## src/rtl/q_span_scheduler.sv

```systemverilog
// Q-weight table port scheduler: arbitrates filter span reads against buffered update RMWs.
// Optional macro Q_SAT_EN: saturating lane adds (default build wraps modulo 2^WIDTH).
module q_span_scheduler #(
  parameter  int WIDTH      = 16,
  parameter  int Q          = 13,
  parameter  int Q_ORD      = 4,
  parameter  int FIFO_DEPTH = 4,
  parameter  int STARVE_MAX = 8,
  localparam int IW         = $clog2(Q + Q_ORD)
) (
  input  logic                   clk,
  input  logic                   reset,
  input  logic                   rd_valid,
  input  logic [IW-1:0]          rd_span,
  output logic                   rd_ready,
  output logic [Q_ORD*WIDTH-1:0] rd_data,
  output logic                   rd_data_valid,
  input  logic                   upd_valid,
  input  logic [IW-1:0]          upd_span,
  input  logic [Q_ORD*WIDTH-1:0] upd_delta,
  output logic                   upd_ready,
  input  logic                   flush,
  output logic [IW-1:0]          tbl_span_read,
  input  logic [Q_ORD*WIDTH-1:0] tbl_weight_in,
  output logic                   tbl_we,
  output logic [IW-1:0]          tbl_span_write,
  output logic [Q_ORD*WIDTH-1:0] tbl_update_out,
  output logic                   busy,
  output logic                   err
);
  localparam int PW = (FIFO_DEPTH > 1) ? $clog2(FIFO_DEPTH) : 1;
  localparam int CW = $clog2(STARVE_MAX + 1);
  localparam logic [IW-1:0] SPAN_MAX   = IW'(Q);
  localparam logic [IW-1:0] WIN        = IW'(Q_ORD);
  localparam logic [CW-1:0] STARVE_LIM = CW'(STARVE_MAX);

  typedef struct packed {
    logic [IW-1:0]                 span;
    logic [Q_ORD-1:0][WIDTH-1:0]   delta;
  } upd_t;

  typedef enum logic [1:0] {G_IDLE, G_READ, G_UPD} grant_e;

  function automatic logic overlap(input logic [IW-1:0] a, input logic [IW-1:0] b);
    logic [IW-1:0] d;
    d = (a >= b) ? a - b : b - a;
    return d < WIN;
  endfunction

  function automatic logic [WIDTH-1:0] lane_add(input logic [WIDTH-1:0] a,
                                                input logic [WIDTH-1:0] b);
    logic [WIDTH:0] s;
    s = {a[WIDTH-1], a} + {b[WIDTH-1], b};
`ifdef Q_SAT_EN
    if (s[WIDTH] != s[WIDTH-1])
      return s[WIDTH] ? {1'b1, {(WIDTH-1){1'b0}}} : {1'b0, {(WIDTH-1){1'b1}}};
`endif
    return s[WIDTH-1:0];
  endfunction

  upd_t                        fifo_q [FIFO_DEPTH];
  logic [FIFO_DEPTH-1:0]       slot_vld_q, slot_vld_d;
  logic [PW-1:0]               wr_ptr_q, wr_ptr_d, rd_ptr_q, rd_ptr_d;
  logic [CW-1:0]               starve_q, starve_d;
  logic [IW-1:0]               addr_q;
  logic [IW-1:0]               wspan_q, wspan_d;
  logic [Q_ORD-1:0][WIDTH-1:0] wdata_q, wdata_d, rdata_q, rdata_d, new_w, win_w;
  logic                        we_q, we_d, rdv_q, rdv_d, err_q, err_d;

  upd_t   head, push_ent;
  grant_e grant;
  logic   fifo_ne, full, rd_legal, upd_legal, rd_hz, head_stall, push, pop, rd_fire;

  assign head      = fifo_q[rd_ptr_q];
  assign push_ent  = {upd_span, upd_delta};
  assign fifo_ne   = |slot_vld_q;
  assign full      = &slot_vld_q;
  assign rd_legal  = rd_span <= SPAN_MAX;
  assign upd_legal = upd_span <= SPAN_MAX;
  assign win_w     = tbl_weight_in;
  // The RMW must never read a window whose write is still sitting in the write stage.
  assign head_stall = we_q && overlap(head.span, wspan_q);

  always_comb begin
    rd_hz = we_q && overlap(rd_span, wspan_q);
    for (int i = 0; i < FIFO_DEPTH; i++)
      if (slot_vld_q[i] && overlap(rd_span, fifo_q[i].span)) rd_hz = 1'b1;
    rd_hz = rd_hz && rd_legal;
  end

  always_comb begin
    grant = G_IDLE;
    if (fifo_ne && (full || starve_q >= STARVE_LIM || flush || (rd_valid && rd_hz)))
      grant = head_stall ? G_IDLE : G_UPD;
    else if (rd_valid && !rd_hz && !flush)
      grant = G_READ;
    else if (fifo_ne && !head_stall)
      grant = G_UPD;
  end

  assign rd_ready  = (grant == G_READ) && reset;
  assign upd_ready = !full && reset;
  assign push      = upd_valid && upd_ready && upd_legal;
  assign pop       = (grant == G_UPD);
  assign rd_fire   = rd_valid && rd_ready;

  always_comb begin
    tbl_span_read = addr_q;
    if (pop)                  tbl_span_read = head.span;
    else if (rd_fire && rd_legal) tbl_span_read = rd_span;
  end

  for (genvar g = 0; g < Q_ORD; g++) begin : g_lane
    assign new_w[g] = lane_add(win_w[g], head.delta[g]);
  end

  always_comb begin
    slot_vld_d = slot_vld_q;
    wr_ptr_d   = wr_ptr_q;
    rd_ptr_d   = rd_ptr_q;
    if (pop) begin
      slot_vld_d[rd_ptr_q] = 1'b0;
      rd_ptr_d             = rd_ptr_q + PW'(1);
    end
    if (push) begin
      slot_vld_d[wr_ptr_q] = 1'b1;
      wr_ptr_d             = wr_ptr_q + PW'(1);
    end
    starve_d = starve_q;
    if (!fifo_ne || pop)            starve_d = '0;
    else if (starve_q < STARVE_LIM) starve_d = starve_q + CW'(1);
    we_d    = pop;
    wspan_d = pop ? head.span : wspan_q;
    wdata_d = pop ? new_w : wdata_q;
    rdv_d   = rd_fire && rd_legal;
    rdata_d = (rd_fire && rd_legal) ? win_w : rdata_q;
    err_d   = (upd_valid && upd_ready && !upd_legal) || (rd_fire && !rd_legal);
  end

  always_ff @(posedge clk)
    if (push) fifo_q[wr_ptr_q] <= push_ent;

  always_ff @(posedge clk or negedge reset) begin
    if (!reset) begin
      slot_vld_q <= '0;
      wr_ptr_q   <= '0;
      rd_ptr_q   <= '0;
      starve_q   <= '0;
      addr_q     <= '0;
      we_q       <= 1'b0;
      wspan_q    <= '0;
      wdata_q    <= '0;
      rdv_q      <= 1'b0;
      rdata_q    <= '0;
      err_q      <= 1'b0;
    end else begin
      slot_vld_q <= slot_vld_d;
      wr_ptr_q   <= wr_ptr_d;
      rd_ptr_q   <= rd_ptr_d;
      starve_q   <= starve_d;
      addr_q     <= tbl_span_read;
      we_q       <= we_d;
      wspan_q    <= wspan_d;
      wdata_q    <= wdata_d;
      rdv_q      <= rdv_d;
      rdata_q    <= rdata_d;
      err_q      <= err_d;
    end
  end

  assign rd_data        = rdata_q;
  assign rd_data_valid  = rdv_q;
  assign tbl_we         = we_q;
  assign tbl_span_write = wspan_q;
  assign tbl_update_out = wdata_q;
  assign busy           = fifo_ne || we_q;
  assign err            = err_q;
endmodule

```

## config.mk

```make
export PLATFORM = sky130hd
export DESIGN_NAME = q_span_scheduler
export DESIGN_NICKNAME = d
export VERILOG_FILES = /design/src/rtl/q_span_scheduler.sv
export SDC_FILE = /design/constraint.sdc
export NUM_CORES = 1
export LEC_CHECK = 0
export CAP_MARGIN = 10
export CORE_ASPECT_RATIO = 0.5
export CORE_MARGIN = 5
export CORE_UTILIZATION = 45
export DETAILED_ROUTE_END_ITERATION = 8
export HOLD_SLACK_MARGIN = 0.05
export PLACE_DENSITY = 0.68
export SKIP_CTS_REPAIR_TIMING = 1
export SKIP_LAST_GASP = 1
export SLEW_MARGIN = 20
export SYNTH_ARGS = -nofsm -noshare
export SYNTH_HDL_FRONTEND = slang
export SYNTH_SLANG_ARGS = --single-unit
```

## constraint.sdc

```tcl
create_clock -name clk -period 7.08 [get_ports clk]
set_input_delay 1.416 -clock clk [delete_from_list [all_inputs] [get_ports clk]]
set_output_delay 1.416 -clock clk [all_outputs]
set_load 0.02 [all_outputs]
```

==> flow_summary.json, run 1 <==
{
  "cts_buffers": 42,
  "grt_pass1_vias": 13500,
  "switching_share_pct": 34.9,
  "vias": 12700,
  "skew_ns": 0.0193,
  "yosysUniqueCellTypes": 70,
  "placementRows": 55,
  "clock_power_share_pct": 21.3,
  "drcViolationCount": 0,
  "seqCellArea_mm2": 0.0121,
  "synth_edf_count": 276,
  "nFillCells": 3495,
  "grt_use_met2_pct": 37.2,
  "cts.clk_slew.worst_paths_ns": 0.06,
  "layout.nets": 1951,
  "required_ns": 5.66,
  "dpl_cell_area_mm2": 0.0243,
  "cts_tree": "built",
  "worstSetupEndpointType": "output port",
  "drv_slew": 0,
  "syn_area_mm2": 0.0207,
  "setup_ws_ns": 0.173,
  "leakage_nw": 10.0,
  "dp_slack_ns": 0.232,
  "die_area_mm2": 0.0507,
  "synth_area_leaders": "edfxtp_1 (40%), dfrtp_1 (18%), mux4_2 (7.5%), ha_1 (7.5%), mux2_4 (4.3%)",
  "multi_input_comb_area_mm2": 0.00809,
  "drtIter0Drc": 1018,
  "stdcell_count": 2315,
  "fin_setup_tns_ns": 0,
  "start_kind": "input pin",
  "routabilityCongestion": 0.946,
  "seq_area_frac_synth_pct": 58.4,
  "syn_nets": 1633,
  "p_int_mw": 7.57,
  "arrival_ns": 5.49,
  "ir_drop_uv": 242,
  "io_pins": 287,
  "yosysWarnings": 0,
  "use_met3_pct": 2.30,
  "die_width_um": 314,
  "ctsLongestPathBuffers": 3,
  "place_inst": 2233,
  "finalSetupViolCount": 0,
  "powerDensity_mw_per_mm2": 449,
  "rsz0062_at_grt": "false",
  "via_per_inst": 5.50,
  "fp.dieH_um": 162,
  "clock_latency_ns": 0.55,
  "initial_core_util_pct": 45.7,
  "drive_gt1_share_pct": 18.0,
  "post_drt_wl_per_cell_um": 22.1,
  "switching_power_mw": 4.05,
  "grt_max_degree": 81,
  "avgSynthCellArea_um2": 15.2,
  "fmaxAchievable_mhz": 145,
  "synth_most_common_cell": "edfxtp_1",
  "clock_tree.root_cell": "clkbuf_16",
  "ant_nets": 0,
  "min_period_ns": 6.91,
  "io_buffers": 286,
  "synthFlopType": "edfxtp_1",
  "period_share_pct": 97.6,
  "synth_seq_cells": 429,
  "dp_hpwl_um": 37000,
  "ys_async_sr_fraction_pct": 35.7,
  "antenna_found_initial": 3,
  "coreArea_mm2": 0.0453,
  "synthTopCellsByCount": "edfxtp_1 (276), dfrtp_1 (153), ha_1 (124)",
  "status": "completed",
  "yosysTopAreaCellShare_pct": 40.0,
  "seq_power_share_pct": 30.4,
  "whs_ns": 0.481,
  "grt.overflow.total": 0,
  "slew_headroom_pct": 35.1,
  "totalWireLength_um": 51300,
  "crit_fanout": 7,
  "final_area_mm2": 0.0259,
  "clkSinkCount": 429,
  "cap_violations": 0,
  "top_usage_layer": "met2",
  "hp-class": "flop to flop",
  "combPwrFrac_pct": 48.3,
  "synthCells": 1362,
  "crit_type": "input pin to output port",
  "worst_slew_pin_slew_ns": 0.973,
  "grt_usage_pct": 19.9,
  "area_growth_pct": 24.8,
  "first_pass_iters": 6,
  "grt_pass1_wl_um": 79200,
  "yosysTopAreaCell": "edfxtp_1",
  "use_met1_pct": 24.5,
  "hold_viol": 0,
  "cts.htree.levels": 2
}
## sequential cells by signal, indices dropped and copies added (netlist names)
name            flops
fifo_q            276
rd_data            64
tbl_update_out     64
addr_q              5
tbl_span_write      5
slot_vld_q          4
starve_q            4
rd_ptr_q            2
wr_ptr_q            2
err                 1
rd_data_valid       1
tbl_we              1
## final cells by class
cell class | instances | share of cell area [%]
Tap cell | 598 | 2.89
Sequential cell | 429 | 46.8
Multi-Input combinational cell | 811 | 31.2
Clock buffer | 55 | 4.65
Inverter | 87 | 1.27
Antenna cell | 3 | 0.0290
Clock inverter | 23 | 1.34
Timing Repair Buffer | 309 | 11.7
## placed cells by master (no fill, tap or decap), types with 20 or more instances in the layout
master	instances
nor3_1	24
inv_1	86
clkdlybuf4s50_1	285
mux2i_1	25
mux2_4	59
xnor2_1	36
clkbuf_16	46
nand3_1	21
buf_4	22
nor2_1	39
mux2_2	62
xor2_1	20
ha_1	124
a21oi_1	40
o21ai_0	40
nand2_1	42
edfxtp_1	276
mux4_2	69
dfrtp_1	151
## worst paths after layout
path	end	slack (ns)	cells past startpoint	start
hold reg to reg	rd_data[60]	0.48	1	rd_data[60]
hold / removal	rd_data[60]	0.48	1	rd_data[60]
max in group asynchronous	rd_data[25]	4.96	2	reset
setup / recovery	tbl_span_read[4]	0.17	14	rd_span[1]
setup reg to reg	tbl_update_out[15]	1.56	13	rd_ptr_q[0]
min in group asynchronous	rd_data[62]	0.93	1	reset
## layer usage
metal	part of all wire (%)	wire length, um
met5	0	0
met1	41	20800
met4	2.5	1270
met2	54	27600
met3	3.1	1590
## metrics by stage
stage / utilization, % / total power [mW]
after floorplan: - / 7.36
after global placement: 53.6 / 9.01
after CTS: 57.0 / 11.7
after detailed placement: 53.6 / 9.18
final: 57.1 / 11.6
after global routing: 57.1 / 12.2
## critical path, stage by stage
cell and delay [ns]:
clkdlybuf4s50_1 0.49, inv_1 0.18, ha_1 0.39, nor2b_4 0.15
o21ai_0 0.23, or4b_2 0.61, o21ai_0 0.14, a41oi_2 0.19
o211ai_4 0.16, o31ai_4 0.15, a21oi_4 0.36, buf_4 0.18
mux2_4 0.30, clkdlybuf4s50_1 0.54
## kinds of logic after synthesis
family                   after synthesis  synth area share (%)
AND/OR/NAND/NOR                      198                  5.06
buffers and inverters                122                  2.73
flip-flops                           429                  58.4
XOR/XNOR                              56                  2.36
adder cells (fa/ha/maj)              128                  7.87
AO/OA/AOI/OAI                        210                  7.00
multiplexers                         219                  16.6
## power by group through the flow
stage / clock, mW / combinational, mW / sequential [mW]
global route: 2.64 / 6.01 / 3.60
detailed placement: 0 / 5.60 / 3.59
CTS: 2.52 / 5.64 / 3.54
global placement: 0 / 5.45 / 3.56
finish: 2.47 / 5.61 / 3.54
floorplan: 0 / 3.38 / 3.98
Note: power is estimated with default switching activity, not from simulation.
==> inputs of run 2 (changes only) <==
--- a/config.mk
+++ b/config.mk
@@ -8,10 +8,10 @@
 export CAP_MARGIN = 10
 export CORE_ASPECT_RATIO = 0.5
 export CORE_MARGIN = 5
-export CORE_UTILIZATION = 45
+export CORE_UTILIZATION = 40
 export DETAILED_ROUTE_END_ITERATION = 8
 export HOLD_SLACK_MARGIN = 0.05
-export PLACE_DENSITY = 0.68
+export PLACE_DENSITY = 0.66
 export SKIP_CTS_REPAIR_TIMING = 1
 export SKIP_LAST_GASP = 1
 export SLEW_MARGIN = 20
==> run 2 against run 1 <==
  * Clock skew is 0.00096 ns higher
  * Global-route usage down 3.1 points
  * Total power is 2.5% lower
  * Hold slack improved by 0.0093 ns
  * Register-to-register slack improved by 0.42 ns
  * Die area grew 12%
  * Critical endpoint unchanged
  * Count of clock-buffer cells in the layout rose by 3
  * Sequential cell count did not move
  * Clock power shrank 8%
  * Combinational power fell by 1%
  * Via count is 3.4% lower
==> flow_summary.json, run 2 (synthesis results as in run 1) <==
{
  "fmaxAchievable_mhz": 147,
  "hold_end": "rd_data[36]",
  "cp.buffers_inverters": 3,
  "fin_util_pct": 50.1,
  "r2r_end": "tbl_update_out[46]",
  "io_buffers": 286,
  "hold_depth": 1,
  "grt_pass1_wl_um": 74800,
  "grt.overflow.total": 0,
  "drive_gt1_share_pct": 17.5,
  "clkSinkCount": 429,
  "post_drt_wl_per_cell_um": 20.0,
  "skew_ns": 0.0202,
  "cts.htree.levels": 2,
  "p_total_mw": 11.3,
  "critical_path_depth": 13,
  "status": "completed",
  "period_share_pct": 96.4,
  "first_pass_iters": 7,
  "rsz0062_at_grt": "false",
  "coreArea_mm2": 0.0516,
  "min_period_ns": 6.82,
  "cts.clk_slew.worst_paths_ns": 0.06,
  "hold_viol": 0,
  "ant_nets": 0,
  "required_ns": 5.66,
  "start_kind": "input pin",
  "antenna_found_initial": 5,
  "clock_latency_ns": 0.55,
  "io_pins": 287,
  "final_cell_mix": "clkdlybuf4s50_1 (285), edfxtp_1 (276), dfrtp_1 (151)",
  "routabilityCongestion": 0.837,
  "slew_headroom_pct": 38.4,
  "powerDensity_mw_per_mm2": 438,
  "dpl_cell_area_mm2": 0.0244,
  "drcViolationCount": 0,
  "hold_path.startpoint": "rd_data[36]",
  "leakage_nw": 9.95,
  "crit_fanout": 8,
  "finalSetupViolCount": 0,
  "reg2reg_depth": 14,
  "vias": 12300,
  "drv_slew": 0,
  "arrival_ns": 5.41,
  "cp_cell_sequence": "clkdlybuf4s50_1, inv_1, ha_1, a21oi_1, o21ai_1, a31oi_1, o21ai_1, a2111o_1, a311oi_2, o31ai_4, a21oi_4, mux2_4, clkdlybuf4s50_1",
  "drtIter0Drc": 619,
  "die_area_mm2": 0.0568,
  "layout.nets": 1949,
  "clock_tree.root_cell": "clkbuf_16",
  "cpPeakStageDelay_ns": 0.60,
  "final_area_mm2": 0.0259,
  "cts_buffers": 42,
  "initial_core_util_pct": 40.2,
  "critPathTopFamily": "compound AO/OA/AOI/OAI gates",
  "whs_ns": 0.491,
  "largest-register": "fifo_q",
  "largest_reg_flops": 276,
  "crit_path_top_delay_cell": "clkdlybuf4s50_1",
  "grt_usage_pct": 16.7,
  "fp.dieH_um": 171,
  "fin_setup_tns_ns": 0,
  "placementRows": 59,
  "cap_violations": 0,
  "nFillCells": 4323,
  "die_width_um": 332,
  "ctsLongestPathBuffers": 3,
  "dp_hpwl_um": 35100,
  "worst_slew_pin_slew_ns": 0.924,
  "grt_max_degree": 67,
  "ir_drop_uv": 273,
  "layout_commonest_cell": "clkdlybuf4s50_1",
  "area_growth_pct": 24.7,
  "cts_tree": "built",
  "worstSetupEndpointType": "output port",
  "reg2reg_from": "rd_ptr_q[1]",
  "grt_pass1_vias": 12700,
  "regToRegSetupSlack_ns": 1.98,
  "crit_type": "input pin to output port",
  "totalWireLength_um": 48400,
  "via_per_inst": 5.09,
  "hp-class": "flop to flop"
}
## run 2: cell count changes in the layout (fill, tap and decap cells not counted), moves of 2 or more
| cell | previous run | this run |
|---|---|---|
| clkbuf_1 | 7 | 13 |
| bufinv_16 | 8 | 5 |
| clkbuf_16 | 46 | 43 |
| clkinv_2 | 8 | 5 |
| buf_4 | 22 | 20 |
| clkinvlp_4 | 2 | 4 |
| diode_2 | 3 | 5 |
## run 2: metal layers
layer,track usage [%],up-vias,wire length (um)
li1,-,5832,-
met1,20.8,6245,19900
met2,30.8,169,26100
met3,2.41,53,1470
met4,4.69,0,927
met5,0,-,0
## run 2: worst register-to-register path, cell delays in order (launching register included)
cell and delay [ns]:
dfrtp_4 0.55, buf_4 0.45, buf_4 0.54, mux4_2 0.30, ha_1 0.17, inv_1 0.06, fa_1 0.40, nor2b_1 0.12
o21ai_0 0.10, a21boi_0 0.40, o211ai_1 0.23, a21boi_0 0.40, o311ai_0 0.30, o311ai_0 0.75, mux2_4 0.27
## run 2: worst max-delay path by stage
| stage | from | to | slack, ns |
|---|---|---|---|
| 6_report | rd_span[2] | tbl_span_read[4] | 0.26 |
| 5_1_grt | rd_span[2] | tbl_span_read[3] | 0.01 |
| 4_1_cts | rd_span[2] | tbl_span_read[2] | 0.25 |
| 3_5_place_dp | rd_span[2] | tbl_span_read[2] | 0.26 |
| 3_3_place_gp | rd_span[2] | tbl_span_read[4] | 0.31 |
| 2_1_floorplan | rd_span[2] | tbl_span_read[0] | 1.37 |
## run 2: final cells by class
| cell class | count | area (um2) | share of cell area (%) |
|---|---|---|---|
| diodes | 5 | 12.5 | 0.0484 |
| multi-input cells | 811 | 8080 | 31.2 |
| repair buffers | 307 | 3030 | 11.7 |
| flip-flops and latches | 429 | 12100 | 46.9 |
| well taps | 701 | 877 | 3.39 |
| clock inverters | 20 | 253 | 0.977 |
| clock buffers | 58 | 1150 | 4.46 |
| inverters | 87 | 328 | 1.27 |
## run 2: stage by stage
| step | setup slack, ns | std cells |
|---|---|---|
| 2_1_floorplan | 1.37 | 1362 |
| 3_3_place_gp | 0.310 | 2335 |
| 3_5_place_dp | 0.259 | 2335 |
| 4_1_cts | 0.254 | 2413 |
| 5_1_grt | 0.0138 | 2418 |
| 6_report | 0.255 | 2418 |
## run 2: where the power goes
part	internal [mW]	total, mW	switching [mW]
logic	2.84	5.53	2.69
registers	3.22	3.51	0.292
clock network	1.33	2.28	0.949
total	7.39	11.3	3.93
==> inputs of run 3 (changes only) <==
==> constraint.sdc (replaced) <==
create_clock -name clk -period 7.08 [get_ports clk]
set_input_delay 0.708 -clock clk [delete_from_list [all_inputs] [get_ports clk]]
set_output_delay 0.708 -clock clk [all_outputs]
set_load 0.02 [all_outputs]
==> run 3 against run 2 <==
  * Utilization decreased by 0.063 points
  * Cell count shrank 0.37%
  * Via count down 0.44%
  * Critical path depth stayed put
  * Global-route usage fell by 0.16 points
  * Register-to-register slack about the same
==> flow_summary.json, run 3 (synthesis results as in run 1) <==
{
  "hp-class": "input pin to asynchronous set/reset pin",
  "required_ns": 6.37,
  "dpl_cell_area_mm2": 0.0244,
  "slew_headroom_pct": 27.1,
  "grt.overflow.total": 0,
  "routabilityCongestion": 0.854,
  "grt_use_met2_pct": 31.0,
  "drive_gt1_share_pct": 17.4,
  "nFillCells": 4273,
  "area_growth_pct": 24.5,
  "use_met3_pct": 2.52,
  "use_met1_pct": 20.2,
  "drv_slew": 0,
  "ctsLongestPathBuffers": 3,
  "fmaxAchievable_mhz": 169,
  "arrival_ns": 5.22,
  "grt_pass1_vias": 12700,
  "grt_pass1_wl_um": 74200,
  "ant_nets": 0,
  "die_width_um": 332,
  "cts_tree": "built",
  "io_pins": 287,
  "largest_reg_flops": 276,
  "cts_buffers": 42,
  "crit_fanout": 12,
  "hold_viol": 0,
  "leakage_nw": 9.93,
  "clock_latency_ns": 0.56,
  "dp_hpwl_um": 34600,
  "io_buffers": 286,
  "fin_setup_tns_ns": 0,
  "die_area_mm2": 0.0568,
  "setup_ws_ns": 1.15,
  "final_cell_mix": "clkdlybuf4s50_1 (285), edfxtp_1 (276), dfrtp_1 (151)",
  "grt_usage_pct": 16.5,
  "period_share_pct": 83.7,
  "clock_tree.root_cell": "clkbuf_16",
  "status": "completed",
  "crit_type": "input pin to output port",
  "skew_ns": 0.0267,
  "cts.clk_slew.worst_paths_ns": 0.06,
  "worst_slew_pin_slew_ns": 1.09,
  "rsz0062_at_grt": "false",
  "final_area_mm2": 0.0258,
  "layout_commonest_cell": "clkdlybuf4s50_1",
  "totalWireLength_um": 48500,
  "post_drt_wl_per_cell_um": 20.1,
  "vias": 12200,
  "via_per_inst": 5.08,
  "layout.nets": 1942,
  "fp.dieH_um": 171,
  "multi_input_comb_area_mm2": 0.00808,
  "finalSetupViolCount": 0,
  "place_inst": 2328,
  "worstSetupEndpointType": "output port",
  "start_kind": "input pin",
  "coreArea_mm2": 0.0516,
  "cpPeakStageDelay_ns": 0.70,
  "initial_core_util_pct": 40.2,
  "stdcell_count": 2409,
  "cts.htree.levels": 2,
  "seqCellArea_mm2": 0.0121,
  "largest-register": "fifo_q",
  "drtIter0Drc": 775,
  "top_usage_layer": "met2",
  "powerDensity_mw_per_mm2": 441,
  "placementRows": 59,
  "antenna_found_initial": 3,
  "min_period_ns": 5.93,
  "clkSinkCount": 429,
  "grt_max_degree": 73,
  "p_total_mw": 11.4,
  "cap_violations": 0,
  "drcViolationCount": 0,
  "dp_slack_ns": 1.14,
  "ir_drop_uv": 300,
  "cp_cell_sequence": "clkdlybuf4s50_1, inv_1, ha_1, a21oi_1, o21ai_1, a31oi_1, o21ai_1, a2111o_1, a311oi_2, o31ai_4, a21oi_4, mux2_4, clkdlybuf4s50_1",
  "first_pass_iters": 5,
  "crit_path_top_delay_cell": "clkdlybuf4s50_1"
}
[run 3: final timing paths]
path / start / endpoint / slack, ns / depth (start not counted)
min in group clk: rd_data[35] / rd_data[35] / 0.49 / 1
min: reset / tbl_update_out[43] / 0.14 / 1
max: rd_span[2] / tbl_span_read[4] / 1.15 / 13
max in group asynchronous: reset / rd_data[9] / 5.27 / 3
max reg2reg: rd_ptr_q[1] / tbl_update_out[46] / 1.98 / 12
min reg2reg: rd_data[35] / rd_data[35] / 0.49 / 1
[run 3: final cells by class]
type / instances / area share [%]
Multi-Input combinational cell: 811 / 31.3
Clock inverter: 28 / 1.32
Inverter: 87 / 1.27
Antenna cell: 3 / 0.0291
Clock buffer: 50 / 4.27
Sequential cell: 429 / 46.9
Tap cell: 701 / 3.40
Timing Repair Buffer: 300 / 11.5
[run 3: layer usage]
metal | vias to the layer above | wire length, um
li1 | 5824 | -
met1 | 6180 | 20000
met2 | 171 | 26000
met3 | 70 | 1420
met4 | 0 | 1090
met5 | - | 0
[run 3: per-stage QoR]
stage / util, % / hold WS (ns)
global route: 50.0 / 0.207
global placement: 47.2 / 0.470
finish: 50.0 / 0.138
CTS: 50.0 / 0.194
floorplan: - / 0.412
detailed placement: 47.2 / 0.474
[run 3: power breakdown]
group          switching, mW  internal [mW]  total, mW
clock                  0.960           1.38       2.34
combinational           2.64           2.84       5.48
sequential             0.349           3.22       3.57
[run 3: worst max-delay path: cells and delay by family]
kind	cells	cell delay, ns
adders and majority gates	1	0.40
AOI/OAI and AO/OA	8	2.21
muxes	1	0.36
buffers and inverters	3	1.53
==> edit: new RTL, config.mk and constraints of run 1 <==
Add a define of `Q_SAT_EN`.
--- a/src/rtl/q_span_scheduler.sv
+++ b/src/rtl/q_span_scheduler.sv
@@ -1,5 +1,7 @@
 // Q-weight table port scheduler: arbitrates filter span reads against buffered update RMWs.
 // Optional macro Q_SAT_EN: saturating lane adds (default build wraps modulo 2^WIDTH).
+`define Q_SAT_EN
+
 module q_span_scheduler #(
   parameter  int WIDTH      = 16,
   parameter  int Q          = 13,
Behaviour: not the same (a bounded check fails within 4 cycles, from zero or initial values and one cycle with reset low).
==> edit against run 1 <==
  * Via count increased by 8.9%
  * Sequential share of layout area decreased by 1.3 points
  * Maximum frequency increased by 1.7%
  * Cell count increased by 10%
  * Synthesized area increased by 4.7%
  * Sequential cell count unchanged
  * Wire length increased by 1.0%
  * Worst setup slack improved by 0.11 ns
  * Highest routed layer is now met5
  * Cell area increased by 2.9%
  * Count of clock-buffer cells in the layout decreased by 5
  * Power increased by 6.5%
==> edit: results (changes against run 1) <==
Place
  – Post-DP Area: 25290 sq um (was 24300 sq um)
  – I/O Buffers: 286 (unchanged)
  – Inst Count DP: 2476 (was 2233)
  – Place WS: 0.2845 ns (was 0.2322 ns)
  – Dpl hpwl: 37340 microns (was 37040 microns)
  – Final Wtd Congestion: 0.9139 (was 0.9463)

Critical path
  – Critical Path Sink: tbl_span_read[0] (was tbl_span_read[4])
  – Critical Path Max Stage Delay: 0.64 ns (was 0.61 ns)
  – Reg-to-reg critical path endpoint: tbl_update_out[8] (was tbl_update_out[15])
  – Max Fanout on Critical Path: 8 (was 7)
  – Setup crit start: rd_span[3] (was rd_span[1])
  – Critical Path AT: 5.38 ns (was 5.49 ns)

Finish
  – Fill count: 3871 (was 3495)
  – Layout cells sized above 1: 0.1350 (was 0.1803)

Clock tree
  – Num CTS Buffers: 40 (was 42)

Timing
  – Crit path time final: 6.795 ns (was 6.907 ns)
  – Clk_skew: 0.03487 ns (was 0.01925 ns)
  – Max_slew headroom: 0.3534 (was 0.3514)

GRT
  – Largest net degree at the start of global routing: 64 (was 81)
  – GRT Total Usage: 0.1920 (was 0.1985)
  – First-pass GRT wire length: 80190 microns (was 79160 microns)
  – Antenna violations before repair: 6 (was 3)

Drt
  – First DRT Iteration DRCs: 940 (was 1018)
  – Routed WL: 51780 microns (was 51260 microns)
  – Drt pass-1 iters: 5 (was 6)
  – Via Count: 13860 (was 12730)

Hold path
  – Hold Crit Depth: 2 (was 1)

Pwr
  – Clock power share: 0.180 (was 0.213)
  – Internal power: 7.669 mW (was 7.567 mW)
  – P_clk: 2.23 mW (was 2.47 mW)
  – Comb pwr share: 0.531 (was 0.483)
  – Max IR drop VDD: 465.3 uV (was 242.3 uV)

Status
  – Status: complete, no violations (unchanged)

Logic synthesis
  – Mux contribution to synthesized area: 0.1463 (was 0.1655)
  – Top post-synthesis cells by count: edfxtp_1 (276), dfrtp_1 (153), inv_1 (134) (was edfxtp_1 (276), dfrtp_1 (153), ha_1 (124))
  – Synthesized-area fraction occupied by adder cells: 0.07928 (was 0.07867)
  – Cells after Synth: 1573 (was 1362)
  – Xor/xnor cell area share of the yosys netlist: 0.02057 (was 0.02365)
  – Syn_nets: 1848 (was 1633)
  – Top cells by area, synth: edfxtp_1 (38%), dfrtp_1 (18%), ha_1 (7.4%) (was edfxtp_1 (40%), dfrtp_1 (18%), mux4_2 (7.5%))
  – Sequential element share of the synthesized area: 0.5580 (was 0.5842)
  – Post-synthesis compound-gate area fraction: 0.09587 (was 0.07004)
==> edit: changes by cell type in the layout (fill, tap and decap cells not counted), sizes merged, moves of 16 or more <==
cell / before / now
nand2: 42 / 61
mux2i: 25 / 59
a21oi: 41 / 59
o21ai: 43 / 93
inv: 88 / 136
nor2: 39 / 55
mux2: 125 / 80
==> edit: metal layers <==
metal	GRT usage	wire length (microns)	vias to the layer above
met2	0.3373	26110	302
met3	0.03045	2201	97
met4	0.05920	1413	2
met5	0	13	-
met1	0.2486	22050	6907
li1	-	-	6554
==> edit: cell type report <==
class | instances | area (sq um) | area share
multi-input combinational | 962 | 8796 | 0.3301
antenna | 6 | 15.01 | 0.0005635
inverter | 135 | 519.2 | 0.01949
timing repair buffer | 312 | 3059 | 0.1148
clock buffer | 50 | 1080 | 0.04052
clock inverter | 23 | 254.0 | 0.009532
sequential | 429 | 12120 | 0.4550
tap | 638 | 798.3 | 0.02996
==> edit: worst min-delay path by stage <==
| stage | start | endpoint | slack [ns] |
|---|---|---|---|
| after CTS | rd_data[33] | rd_data[33] | 0.51 |
| after global routing | rd_data[44] | rd_data[44] | 0.52 |
| after global placement | rd_data[33] | rd_data[33] | 0.48 |
| after detailed placement | rd_data[33] | rd_data[33] | 0.49 |
| final | rd_data[33] | rd_data[33] | 0.51 |
| after floorplan | starve_q[2] | starve_q[2] | 0.52 |
==> edit: worst min-delay path, stage by stage (launching register included) <==
cell	delay [ns]
dfrtp_1	0.35
nand2_1	0.06
o21ai_0	0.06
==> edit: cells by family (layout without fill, tap and decap cells) <==
kind of cell,count (synthesis),in the layout
multiplexers,204,204
buffers and inverters,182,520
XOR/XNOR,51,51
AO/OA/AOI/OAI,313,313
adder cells (fa/ha/maj),136,136
flip-flops,429,429
AND/OR/NAND/NOR,258,258
other,0,6
